--- src/rtl/i2c_pkg.sv ---
// Shared types and defaults for the I2C register-file target.
// Latency: n/a (declarations only).
// Backpressure: n/a.
package i2c_pkg;

  typedef enum logic [3:0] {
    S_IDLE,
    S_ADDR,
    S_ADDR_ACK,
    S_REG,
    S_WACK,       // ACK slot after a register-pointer or write-data byte
    S_WDATA,
    S_RDATA,
    S_RACK,
    S_IGNORE,
    S_WAIT_STOP
  } state_t;

  localparam logic I2C_ACK  = 1'b0;
  localparam logic I2C_NACK = 1'b1;

  // Audio codec slot.
  localparam logic [6:0] DEFAULT_SLAVE_ADDR = 7'h1A;
  localparam int         DEFAULT_FILTER_LEN = 3;

  // The general-call address (0x00) is never answered, even if configured.
  function automatic logic addr_match(input logic [7:0] addr_byte,
                                      input logic [6:0] slave_addr);
    return (addr_byte[7:1] == slave_addr) && (addr_byte[7:1] != 7'h00);
  endfunction

endpackage

--- src/rtl/i2c_line_filter.sv ---
// Conditions one raw I2C pin: 2-FF sync, FILTER_LEN-sample glitch filter, edge strobes.
// Latency: 2+FILTER_LEN sys_clk cycles from pin change to level/rise/fall.
// Backpressure: none; strobes are single-cycle and cannot be held off.
//
// Ports:
//   clk, rst_n   - system clock, async active-low reset
//   pin          - raw pin level
//   level        - filtered level (resets to IDLE_LEVEL)
//   rise, fall   - one-cycle strobes coincident with a filtered level change
module i2c_line_filter #(
  parameter int   FILTER_LEN = 3,
  parameter logic IDLE_LEVEL = 1'b1
) (
  input  logic clk,
  input  logic rst_n,
  input  logic pin,
  output logic level,
  output logic rise,
  output logic fall
);

  localparam int             CW       = (FILTER_LEN > 1) ? $clog2(FILTER_LEN) : 1;
  localparam logic [CW-1:0]  CNT_LAST = CW'(FILTER_LEN - 1);

  logic          sync1;
  logic          sync2;
  logic [CW-1:0] cnt;     // consecutive synced samples disagreeing with level

  // Sync and filter reset to the bus idle level so release from reset
  // never manufactures an edge.
  always_ff @(posedge clk or negedge rst_n) begin
    if (!rst_n) begin
      sync1 <= IDLE_LEVEL;
      sync2 <= IDLE_LEVEL;
      level <= IDLE_LEVEL;
      cnt   <= '0;
      rise  <= 1'b0;
      fall  <= 1'b0;
    end else begin
      sync1 <= pin;
      sync2 <= sync1;
      rise  <= 1'b0;
      fall  <= 1'b0;
      if (sync2 != level) begin
        if (cnt == CNT_LAST) begin
          level <= sync2;
          cnt   <= '0;
          rise  <= sync2;
          fall  <= ~sync2;
        end else begin
          cnt <= cnt + 1'b1;
        end
      end else begin
        cnt <= '0;
      end
    end
  end

endmodule

--- src/rtl/i2c_reg_slave.sv ---
// I2C target with an 8-bit register pointer driving a simple synchronous register-file port.
// Latency: pin to bit event 2+FILTER_LEN cycles; wr_en fires on the SCL rise of the 8th data bit.
// Backpressure: none; no clock stretching, the register file must accept wr_en every pulse.
//
// Ports:
//   sys_clk, sys_rst_n  - system clock, async active-low reset
//   scl_in, sda_in      - raw bus levels
//   sda_oe              - 1 pulls SDA low (tristate buffer lives at the top level)
//   wr_en/wr_addr/wr_data - one-cycle register write
//   rd_addr/rd_data     - register pointer out, register contents back (<=1 cycle)
//   busy                - addressed transaction in progress
module i2c_reg_slave
  import i2c_pkg::*;
#(
  parameter logic [6:0] SLAVE_ADDR = DEFAULT_SLAVE_ADDR,
  parameter int         FILTER_LEN = DEFAULT_FILTER_LEN,
  parameter bit         AUTO_INC   = 1'b1
) (
  input  logic       sys_clk,
  input  logic       sys_rst_n,
  input  logic       scl_in,
  input  logic       sda_in,
  output logic       sda_oe,
  output logic       wr_en,
  output logic [7:0] wr_addr,
  output logic [7:0] wr_data,
  output logic [7:0] rd_addr,
  input  logic [7:0] rd_data,
  output logic       busy
);

  logic scl_lvl, scl_rise, scl_fall;
  logic sda_lvl, sda_rise, sda_fall;

  i2c_line_filter #(.FILTER_LEN(FILTER_LEN), .IDLE_LEVEL(1'b1)) u_scl_filter (
    .clk   (sys_clk),
    .rst_n (sys_rst_n),
    .pin   (scl_in),
    .level (scl_lvl),
    .rise  (scl_rise),
    .fall  (scl_fall)
  );

  i2c_line_filter #(.FILTER_LEN(FILTER_LEN), .IDLE_LEVEL(1'b1)) u_sda_filter (
    .clk   (sys_clk),
    .rst_n (sys_rst_n),
    .pin   (sda_in),
    .level (sda_lvl),
    .rise  (sda_rise),
    .fall  (sda_fall)
  );

  state_t     state;
  logic [3:0] bit_cnt;
  logic [7:0] sr;        // receive: shifts in LSB; transmit: sr[7] is the next bit to drive
  logic       rw;        // 1 = read transaction

  logic       start_cond;
  logic       stop_cond;
  logic [7:0] rx_byte;
  logic       last_bit;
  logic [7:0] ptr_inc;

  assign start_cond = sda_fall & scl_lvl;
  assign stop_cond  = sda_rise & scl_lvl;
  assign rx_byte    = {sr[6:0], sda_lvl};
  assign last_bit   = (bit_cnt == 4'd7);
  assign ptr_inc    = rd_addr + {7'd0, AUTO_INC};

  always_ff @(posedge sys_clk or negedge sys_rst_n) begin
    if (!sys_rst_n) begin
      state   <= S_IDLE;
      bit_cnt <= 4'd0;
      sr      <= 8'h00;
      rw      <= 1'b0;
      sda_oe  <= 1'b0;
      wr_en   <= 1'b0;
      wr_addr <= 8'h00;
      wr_data <= 8'h00;
      rd_addr <= 8'h00;
      busy    <= 1'b0;
    end else begin
      wr_en <= 1'b0;
      // Bus conditions outrank bit handling; the pointer survives a
      // repeated start so a read returns the register just selected.
      if (start_cond) begin
        state   <= S_ADDR;
        bit_cnt <= 4'd0;
        sda_oe  <= 1'b0;
      end else if (stop_cond) begin
        state   <= S_IDLE;
        bit_cnt <= 4'd0;
        sda_oe  <= 1'b0;
        busy    <= 1'b0;
      end else begin
        case (state)
          S_ADDR: begin
            if (scl_rise) begin
              sr <= rx_byte;
              if (last_bit) begin
                bit_cnt <= 4'd0;
                if (addr_match(rx_byte, SLAVE_ADDR)) begin
                  state <= S_ADDR_ACK;
                  busy  <= 1'b1;
                  rw    <= rx_byte[0];
                end else begin
                  state <= S_IGNORE;
                  busy  <= 1'b0;
                end
              end else begin
                bit_cnt <= bit_cnt + 4'd1;
              end
            end
          end

          // bit_cnt 0: ACK not yet driven; 1: ACK on the bus.
          S_ADDR_ACK: begin
            if (scl_fall) begin
              if (bit_cnt == 4'd0) begin
                sda_oe  <= 1'b1;
                bit_cnt <= 4'd1;
              end else begin
                bit_cnt <= 4'd0;
                if (rw) begin
                  state  <= S_RDATA;
                  sr     <= {rd_data[6:0], 1'b0};
                  sda_oe <= ~rd_data[7];
                end else begin
                  state  <= S_REG;
                  sda_oe <= 1'b0;
                end
              end
            end
          end

          S_REG, S_WDATA: begin
            if (scl_rise) begin
              sr <= rx_byte;
              if (last_bit) begin
                bit_cnt <= 4'd0;
                state   <= S_WACK;
                if (state == S_REG) begin
                  rd_addr <= rx_byte;
                end else begin
                  wr_en   <= 1'b1;
                  wr_addr <= rd_addr;
                  wr_data <= rx_byte;
                  rd_addr <= ptr_inc;
                end
              end else begin
                bit_cnt <= bit_cnt + 4'd1;
              end
            end
          end

          S_WACK: begin
            if (scl_fall) begin
              if (bit_cnt == 4'd0) begin
                sda_oe  <= 1'b1;
                bit_cnt <= 4'd1;
              end else begin
                sda_oe  <= 1'b0;
                bit_cnt <= 4'd0;
                state   <= S_WDATA;
              end
            end
          end

          // bit_cnt counts SCL rises of the byte; the MSB went out on entry.
          S_RDATA: begin
            if (scl_rise) begin
              bit_cnt <= bit_cnt + 4'd1;
            end else if (scl_fall) begin
              if (bit_cnt == 4'd8) begin
                sda_oe  <= 1'b0;
                bit_cnt <= 4'd0;
                state   <= S_RACK;
              end else begin
                sda_oe <= ~sr[7];
                sr     <= {sr[6:0], 1'b0};
              end
            end
          end

          // bit_cnt 1 marks a master ACK seen; the following fall starts the next byte.
          S_RACK: begin
            if (scl_rise) begin
              if (sda_lvl == I2C_ACK) begin
                rd_addr <= ptr_inc;
                bit_cnt <= 4'd1;
              end else begin
                state  <= S_WAIT_STOP;
                sda_oe <= 1'b0;
                busy   <= 1'b0;
              end
            end else if (scl_fall && (bit_cnt == 4'd1)) begin
              bit_cnt <= 4'd0;
              sr      <= {rd_data[6:0], 1'b0};
              sda_oe  <= ~rd_data[7];
              state   <= S_RDATA;
            end
          end

          default: begin
            // S_IDLE, S_IGNORE, S_WAIT_STOP: only bus conditions matter.
          end
        endcase
      end
    end
  end

endmodule

--- config.mk ---
export PLATFORM = sky130hd
export DESIGN_NAME = i2c_reg_slave
export DESIGN_NICKNAME = d
export VERILOG_FILES = /design/src/rtl/i2c_pkg.sv /design/src/rtl/i2c_line_filter.sv /design/src/rtl/i2c_reg_slave.sv
export SDC_FILE = /design/constraint.sdc
export NUM_CORES = 1
export LEC_CHECK = 0
export BUFFER_PORTS_ARGS = -buffer_cell sky130_fd_sc_hd__buf_2
export CAP_MARGIN = 0
export CELL_PAD_IN_SITES_DETAIL_PLACEMENT = 0
export CELL_PAD_IN_SITES_GLOBAL_PLACEMENT = 1
export CORE_UTILIZATION = 41
export CTS_CLUSTER_SIZE = 10
export DETAILED_ROUTE_END_ITERATION = 12
export PLACE_DENSITY = 0.85
export SLEW_MARGIN = 15
export SYNTH_ARGS = -nofsm -noshare
export SYNTH_HDL_FRONTEND = slang
export SYNTH_SLANG_ARGS = --single-unit
--- constraint.sdc ---
create_clock -name sys_clk -period 2 [get_ports sys_clk]
set_input_delay 0.3 -clock sys_clk [delete_from_list [all_inputs] [get_ports sys_clk]]
set_output_delay 0.3 -clock sys_clk [all_outputs]
set_load 0.005 [all_outputs]
# == Yosys cells after proc, flatten, opt, wreduce, memory -nomap -nowiden ==
# Index checks and enable logic that the tools add are counted.
# totals
ff_bits,58
in_bits,12
output_inout_bits,27
word_cells,194
# classes
addsub,4
eq_ne,50
mux,86
bitwise_logic,9
reduce_logical,23
# ops
op,count
$mux W4,28
$mux W8,14
$mux W1,33
$pmux W8 S4,1
$ne A4 B4 Y1 const B,6
$pmux W4 S6,1
$reduce_and A7 Y1,3
$eq A4 B3 Y1 const B,5
$ne A4 B3 Y1 const B,5
$reduce_and A6 Y1,3
$ne A2 B2 Y1 const B,8
$pmux W4 S4,1
$pmux W8 S2,1
$ne A5 B4 Y1 const B,3
$reduce_and A14 Y1,1
$reduce_and A12 Y1,1
$reduce_bool A6 Y1,2
$ne A2 B1 Y1 const B,5
$ne A3 B2 Y1 const B,3
$add A8 B1 Y8 const B,1
$eq A4 B1 Y1 const B,2
$eq A4 B2 Y1 const B,2
$mux W2,4
$ne A4 B1 Y1 const B,2
24 further kinds,37

# == Longest topological paths before layout ==
# Gate-level depths: netlist of run 1.
# depth
ltp_word,8
mapped_depth,9
depth_no_buf,8

# == Cells and area by module ==
# A second synthesis of run 1 with hierarchy kept.
# unflattened
hier_cells,307
area_unflattened_um2,3234.4
# by_module_without_submodules
mod,n_inst,cells_per_inst,area_each_um2,seq_area_each_um2
i2c_reg_slave,1,279,2746.4,1101.1
i2c_line_filter,2,14,244.0,178.9

# == Worst setup path before layout of run 1 ==
# Ideal clock, no wire load.
# synth_timing
kind,register -> register
startpoint,register bit_cnt[1]
endpoint,register sr[0]
setup_time_ps,125
t_arrival_ps,1837
required_ps,1875
setup_slack_ps,39
path_stages_with_launch,9
n_path_buf,0
synth_period_minus_slack_ps,1961
path_cell_list,dfrtp_1 -> inv_1 -> ha_1 -> and4bb_1 -> nand2_1 -> o21ai_2 -> a21oi_1 -> nor4_4 -> mux2_2
# synth_via
elab_chain_len,4
elab_cells_between_ends,8
classes_between,5 x eq/ne; 3 x reduce/logical
# synth_rtl
item,line_no,source
from (decl),i2c_reg_slave.sv:54,logic [3:0] bit_cnt;
from (signal assigned),i2c_reg_slave.sv:111,bit_cnt <= bit_cnt + 4'd1;
from (signal assigned),i2c_reg_slave.sv:151,bit_cnt <= bit_cnt + 4'd1;
from (signal assigned),i2c_reg_slave.sv:172,bit_cnt <= bit_cnt + 4'd1;
$eq A4 B1 Y1,i2c_reg_slave.sv:196,end else if (scl_fall && (bit_cnt == 4'd1)) begin
$logic_and A1 B1 Y1,i2c_reg_slave.sv:196,
$ne A2 B2 Y1 (no source line),-,
$reduce_and A12 Y1 (no source line) *,-,
to (signal assigned),i2c_reg_slave.sv:138,sr <= rx_byte;
to (signal assigned),i2c_reg_slave.sv:180,"sr <= {sr[6:0], 1'b0};"
to (signal assigned),i2c_reg_slave.sv:198,"sr <= {rd_data[6:0], 1'b0};"
to (decl),i2c_reg_slave.sv:55,logic [7:0] sr;
# Mark *: on every way between the ends. The rest lies on a longest branch, timed or not.
# A chain may end at the register's enable or synchronous reset.

# == Final worst setup path of run 1 ==
# layout_timing
startpoint,register state[0]
endpoint,register state[0]
# layout_via
elab_chain_len,5
elab_cells_between_ends,26
classes_between,20 x eq/ne; 3 x mux; 3 x reduce/logical
# layout_rtl
item,line_no,source
from (decl),i2c_reg_slave.sv:53,state_t state;
from (signal assigned),i2c_reg_slave.sv:72,state <= S_IDLE;
from (signal assigned),i2c_reg_slave.sv:87,state <= S_ADDR;
from (signal assigned),i2c_reg_slave.sv:91,state <= S_IDLE;
$eq A4 B2 Y1 or $eq A4 B3 Y1 (tied branches),i2c_reg_slave.sv:96,case (state)
$reduce_or A2 Y1,i2c_reg_slave.sv:96,
$pmux W4 S6,i2c_reg_slave.sv:96,
$mux W4,i2c_reg_slave.sv:90,end else if (stop_cond) begin
$mux W4,i2c_reg_slave.sv:86,if (start_cond) begin
# Several ways; a longest one is shown, not always the timed one.

==> results of run 1 <==
-- final timing paths --
| path | start | end | slack [ns] | cells past startpoint |
|---|---|---|---|---|
| min in group asynchronous | sys_rst_n | u_scl_filter.fall | 0.45 | 2 |
| setup reg to reg | state[0] | state[0] | -0.06 | 7 |
| max in group asynchronous | sys_rst_n | u_sda_filter.level | 0.92 | 3 |
| hold reg to reg | u_scl_filter.sync1 | u_scl_filter.sync2 | 0.36 | 0 |
| setup / recovery | state[0] | state[0] | -0.06 | 7 |
| hold / removal | scl_in | u_scl_filter.sync1 | 0.05 | 1 |
-- cell usage after synthesis, drive strengths merged, types with 2 or more instances --
master | number | area [sq um]
a22o | 2 | 17.5
nand4b | 2 | 17.5
nand4 | 2 | 12.5
buf | 9 | 61.3
o22a | 2 | 17.5
nor2b | 5 | 31.3
clkbuf | 3 | 11.3
nand2 | 25 | 96.4
o21ai | 18 | 97.6
dfstp | 6 | 158
nand2b | 13 | 91.3
nor2 | 16 | 60.1
dfrtp | 52 | 1300
or3 | 3 | 20.0
mux2 | 33 | 372
inv | 10 | 37.5
o21a | 2 | 15.0
o22ai | 5 | 31.3
a211oi | 5 | 37.5
and3 | 4 | 25.0
a21oi | 17 | 85.1
ha | 4 | 50.1
mux2i | 2 | 20.0
xnor2 | 2 | 17.5
nand3 | 17 | 85.1
nor4 | 4 | 55.1
nor3 | 5 | 25.0
a31oi | 3 | 18.8
o311ai | 2 | 17.5
nand3b | 2 | 15.0
o211a | 2 | 20.0
-- report_power, final --
group          leakage, nW  total [mW]  switching (mW)  internal [mW]
sequential           0.777        1.51           0.186           1.33
combinational         1.00       0.641           0.319          0.322
clock                0.107        1.18           0.483          0.700
-- repair_timing --
item                                    4_1_cts  5_1_grt
hold buffers                                  1        0
gates cloned                                  0        1
buffers inserted                              2        2
endpoints found under the setup margin       15       40
hold endpoints to repair                     18        0
gates resized for setup                       5       30
pin swaps                                     1        6
-- layer usage --
metal  GRT usage  part of all wire  vias to the layer above
met5           0                 0                        -
met4      0.0765             0.010                        0
met3      0.0508             0.063                        9
met2       0.289              0.44                       89
met1       0.295              0.48                     1255
li1            -                 -                     1266
-- per-stage QoR --
stage          instances  area [sq um]  hold slack (ns)  setup WS (ns)  TNS (ns)
2_1_floorplan        298          3110          0.00441         0.0387         0
3_3_place_gp         462          3670            0.282         -0.107    -0.958
3_5_place_dp         462          3670            0.288         -0.140     -1.35
4_1_cts              481          3930           0.0371       -0.00164  -0.00200
5_1_grt              484          4080           0.0434        -0.0881    -0.972
6_report             484          4080           0.0529        -0.0575   -0.0829
-- registers in the layout, summed over array words and instances, names as in the netlist, 2 cells and up --
name / cells
rd_addr: 8
u_scl_filter.cnt: 2
state: 4
wr_data: 8
sr: 8
wr_addr: 8
u_sda_filter.cnt: 2
bit_cnt: 4
-- area by class of cell --
class / instances / area, sq um / share of cell area
Multi-Input combinational cell: 218 / 1660 / 0.408
Tap cell: 99 / 124 / 0.0304
Sequential cell: 58 / 1460 / 0.359
Timing Repair Buffer: 83 / 581 / 0.142
Clock inverter: 5 / 78.8 / 0.0193
Clock buffer: 11 / 131 / 0.0322
Inverter: 10 / 37.5 / 0.00921
-- placed cells by master (no fill, tap or decap), types with 6 or more instances in the layout --
cell type	instances
buf_4	39
a21oi_1	15
o21ai_0	16
mux2_2	23
nand2b_1	10
nor2_1	15
buf_2	38
mux2_4	10
clkbuf_8	9
dfstp_2	6
nand3_1	17
inv_1	9
nand2_1	24
dfrtp_1	49
-- cells by family after synthesis --
kind of cell,after synthesis
compound gates,70
simple gates,106
fa+ha+maj,5
flops,58
buf+inv,22
xor+xnor,2
mux,35
==> results.json, run 1 <==
{
  "min_period_over_period": 1.03,
  "synth-compound-area-share": 0.151,
  "crit_arrival_ns": 2.27,
  "start_util": 0.427,
  "powerDensity_nw_per_um2": 818,
  "antenna_left": 0,
  "synthToLayoutAreaGrowth_pct": 31.0,
  "utilization": 0.559,
  "cts_tree": "yes",
  "cp.required_ns": 2.22,
  "dieArea_sq_um": 7940,
  "start_kind": "flip-flop",
  "nets": 396,
  "grt_pass1_vias": 2393,
  "grt_usage": 0.202,
  "cts.path.max_buffers": 2,
  "nFillCells": 682,
  "layout-drive-gt1-share": 0.423,
  "wl_per_cell_um": 16.3,
  "synth_edf_count": 0,
  "cp_num_buf_inv": 2,
  "synth_cell_type_count": 60,
  "clk_pin_slew_ns": 0.06,
  "synthSimpleGateAreaFrac": 0.194,
  "clock-sinks": 58,
  "grt_pass1_wl_um": 12000,
  "power.total_mw": 3.34,
  "peakVddDrop_uv": 600,
  "io-pin-count": 39,
  "diodes": 0,
  "critical-path-top-delay-family": "simple AND/OR/NAND/NOR gates",
  "syn_area_sq_um": 3110,
  "worstMarginPinSlew_ns": 0.681,
  "power.leakage_nw": 1.89,
  "finalClockSkew_ns": 0.00958,
  "crit_slowest_cell": "nor4_1",
  "die_y_um": 89.1,
  "io_buffers": 38,
  "synth_top_family_by_area": "simple AND/OR/NAND/NOR gates",
  "slew_violations": 0,
  "drc": 0,
  "period_needed_ns": 2.06,
  "synthFlopType": "dfrtp_1",
  "async_flop_share": 1.00,
  "slew_headroom": 0.542,
  "rows": 31,
  "synth_fa_ha_area_frac": 0.0193,
  "core_sq_um": 7290,
  "max_stage_delay_ns": 0.61,
  "postSynthAreaPerCell_sq_um": 10.4,
  "muxShareOfSynthArea": 0.126,
  "setup_viol": 4,
  "cp-end-kind": "flip-flop",
  "drtIter0Drc": 200,
  "hold_path.class": "input port to flip-flop",
  "htreeDepth": 3,
  "synth_xor_area_frac": 0.00563,
  "yosys_warnings": 0,
  "drt-pass1-iter-count": 4,
  "clockRootBuffer": "clkbuf_8",
  "synth_cells": 298,
  "max_freq_mhz": 486,
  "worstPathMaxFanout": 9,
  "layout_setup_ws_ns": -0.0575,
  "syn_nets": 314,
  "cts_made_buffers": 9,
  "overflow": 0,
  "drv_cap": 0,
  "dp_hpwl_um": 5440,
  "path_class": "flip-flop to flip-flop",
  "vias_per_cell": 5.41,
  "status": "finished, violations left",
  "wl_um": 7870,
  "violations": "negative setup slack",
  "final-hold-violation-count": 0,
  "grt_max_degree": 41,
  "antenna_found_initial": 0,
  "clock_latency_ns": 0.35,
  "die_w_um": 89.1,
  "place_congestion": 0.874,
  "synth_seq_cells": 58,
  "path_cells": "buf_4 -> buf_4 -> nor4_1 -> a31oi_2 -> nor2b_2 -> nand4_1 -> nand3_1",
  "rsz0062_at_grt": "yes",
  "ys_seq_area_frac": 0.469,
  "cp_common_cell": "buf_4",
  "vias": 2619
}
No activity file was read; power rests on OpenSTA's default activity.
==> run 2: changes to the inputs <==
--- a/config.mk
+++ b/config.mk
@@ -5,7 +5,7 @@
 export SDC_FILE = /design/constraint.sdc
 export NUM_CORES = 1
 export LEC_CHECK = 0
-export BUFFER_PORTS_ARGS = -buffer_cell sky130_fd_sc_hd__buf_2
+export BUFFER_PORTS_ARGS = -buffer_cell sky130_fd_sc_hd__clkbuf_2
 export CAP_MARGIN = 0
 export CELL_PAD_IN_SITES_DETAIL_PLACEMENT = 0
 export CELL_PAD_IN_SITES_GLOBAL_PLACEMENT = 1
==> results.json, run 2 (synthesis results as in run 1) <==
{
  "status": "completed",
  "slew_violations": 0,
  "drt-pass1-iter-count": 4,
  "setup_viol": 0,
  "slew_headroom": 0.502,
  "wl_per_cell_um": 16.9,
  "powerDensity_nw_per_um2": 798,
  "power.leakage_nw": 1.87,
  "critical-path-top-delay-family": "flip-flops",
  "worstPathMaxFanout": 8,
  "overflow": 0,
  "hold_end": "u_scl_filter.sync1",
  "drv_cap": 0,
  "worstMarginPinSlew_ns": 0.740,
  "finalClockSkew_ns": 0.0122,
  "mostFrequentLayoutCells": "dfrtp_1 (50), buf_4 (40), clkbuf_2 (38), nand2_1 (24), mux2_2 (17)",
  "grt_pass1_vias": 2383,
  "cts_made_buffers": 9,
  "antenna_found_initial": 0,
  "layout-drive-gt1-share": 0.443,
  "use_met2": 0.284,
  "p_clk_frac": 0.331,
  "io_buffers": 38,
  "place_congestion": 0.919,
  "cts.path.max_buffers": 2,
  "r2r_setup_slack_ns": 0.004,
  "dp_hpwl_um": 5440,
  "io-pin-count": 39,
  "vias": 2704,
  "crit_cells": 9,
  "r2r_start": "bit_cnt[0]",
  "cp_num_buf_inv": 3,
  "clock_latency_ns": 0.35,
  "wl_um": 8190,
  "reg2reg_depth": 9,
  "final-hold-violation-count": 0,
  "clk_pin_slew_ns": 0.07,
  "crit_slowest_cell": "dfrtp_1",
  "nets": 397,
  "layout_commonest_cell": "dfrtp_1",
  "max_stage_delay_ns": 0.42,
  "cts_tree": "yes",
  "hold_depth": 1,
  "grt_use_met3": 0.0388,
  "dieArea_sq_um": 7940,
  "clockRootBuffer": "clkbuf_8",
  "antenna_left": 0,
  "finalSetupTns_ns": 0,
  "synthToLayoutAreaGrowth_pct": 32.2,
  "busiest_layer": "met1",
  "worstHoldStart": "scl_in",
  "cp.required_ns": 2.23,
  "p_sw_mw": 1.00,
  "nFillCells": 658,
  "path_cells": "buf_4 -> inv_2 -> ha_2 -> nand2b_2 -> nand2b_4 -> a2111oi_4 -> nor4_4 -> buf_6 -> mux2_2",
  "die_w_um": 89.1,
  "diodes": 0,
  "cp-end-kind": "flip-flop",
  "p_int_mw": 2.28,
  "peakVddDrop_uv": 447,
  "grt_max_degree": 23,
  "period_needed_ns": 2.00,
  "path_class": "flip-flop to flip-flop",
  "grt_usage": 0.202,
  "core_sq_um": 7290,
  "vias_per_cell": 5.58,
  "rows": 31,
  "worstReg2RegEnd": "sr[2]",
  "use_met1": 0.299,
  "hold_path.class": "input port to flip-flop",
  "max_freq_mhz": 501,
  "seqPwrFrac": 0.462,
  "min_period_over_period": 0.998,
  "dp_cells": 460,
  "final_cells": 485,
  "htreeDepth": 3,
  "start_util": 0.427,
  "clock-sinks": 58,
  "drtIter0Drc": 332,
  "start_kind": "flip-flop",
  "grt_pass1_wl_um": 11900,
  "crit_arrival_ns": 2.22,
  "swShare": 0.306,
  "die_y_um": 89.1,
  "rsz0062_at_grt": "yes",
  "power_frac_comb": 0.207,
  "drc": 0
}
==> run 2: cell types whose count changed in the layout (fill, tap and decap cells not counted), moves of 2 or more <==
cell      previous run  this run
mux2_4              10        16
mux2_2              23        17
buf_2               38         0
nand3_1             17        15
nand3_2              0         2
clkbuf_2             0        38
==> run 2: worst reg2reg max path, delay by kind of cell (launching register included) <==
family | cells | cell delay [ns]
AO/OA/AOI/OAI | 1 | 0.35
adder cells (fa/ha/maj) | 1 | 0.18
buffers and inverters | 3 | 0.35
flip-flops | 1 | 0.42
multiplexers | 1 | 0.27
AND/OR/NAND/NOR | 3 | 0.32
==> run 2: worst max path at each step <==
| stage | start | endpoint | slack [ns] |
|---|---|---|---|
| after global routing | bit_cnt[0] | sr[2] | -0.06 |
| after CTS | bit_cnt[0] | state[2] | -0.007 |
| after global placement | bit_cnt[1] | sr[2] | -0.09 |
| after detailed placement | bit_cnt[1] | sr[2] | -0.16 |
| final | bit_cnt[0] | sr[2] | 0.004 |
| after floorplan | bit_cnt[1] | sr[0] | 0.04 |
==> run 2: repair_timing <==
item | in CTS | in global routing
pin swaps | 2 | 10
cloned | 0 | 2
endpoints found under the setup margin | 14 | 41
hold buffers | 1 | 0
gates resized for setup | 6 | 40
buffers inserted | 1 | 5
hold endpoints to repair | 11 | 0
==> run 2: metal layers <==
| metal | wire length, um | part of all wire |
|---|---|---|
| met5 | 0 | 0 |
| met4 | 146 | 0.018 |
| met3 | 402 | 0.049 |
| met2 | 3780 | 0.46 |
| met1 | 3860 | 0.47 |
==> run 2: power by group through the flow <==
stage               logic (mW)  clock network (mW)  registers (mW)
detailed placement       0.575                   0            1.53
finish                   0.678                1.09            1.52
floorplan                0.421                   0            1.44
global route             0.746                1.15            1.54
global placement         0.557                   0            1.52
CTS                      0.592                1.11            1.51
==> run 2: per-stage QoR <==
step	setup WS [ns]	total power, mW	util	hold slack, ns	area [sq um]
after CTS	-0.00671	3.21	0.532	0.0269	3880
after detailed placement	-0.164	2.10	0.500	0.262	3640
final	0.00390	3.28	0.564	0.0402	4120
after global placement	-0.0949	2.08	0.500	0.256	3640
after floorplan	0.0387	1.86	-	0.00441	3110
after global routing	-0.0616	3.44	0.564	0.0256	4120
==> run 2: final cells by class <==
| cell class | instances | area [sq um] | area share |
|---|---|---|---|
| clock buffers | 11 | 141 | 0.0344 |
| flip-flops and latches | 58 | 1460 | 0.355 |
| well taps | 99 | 124 | 0.0301 |
| clock inverters | 5 | 53.8 | 0.0131 |
| inverters | 10 | 37.5 | 0.00912 |
| repair buffers | 83 | 568 | 0.138 |
| multi-input cells | 219 | 1730 | 0.420 |
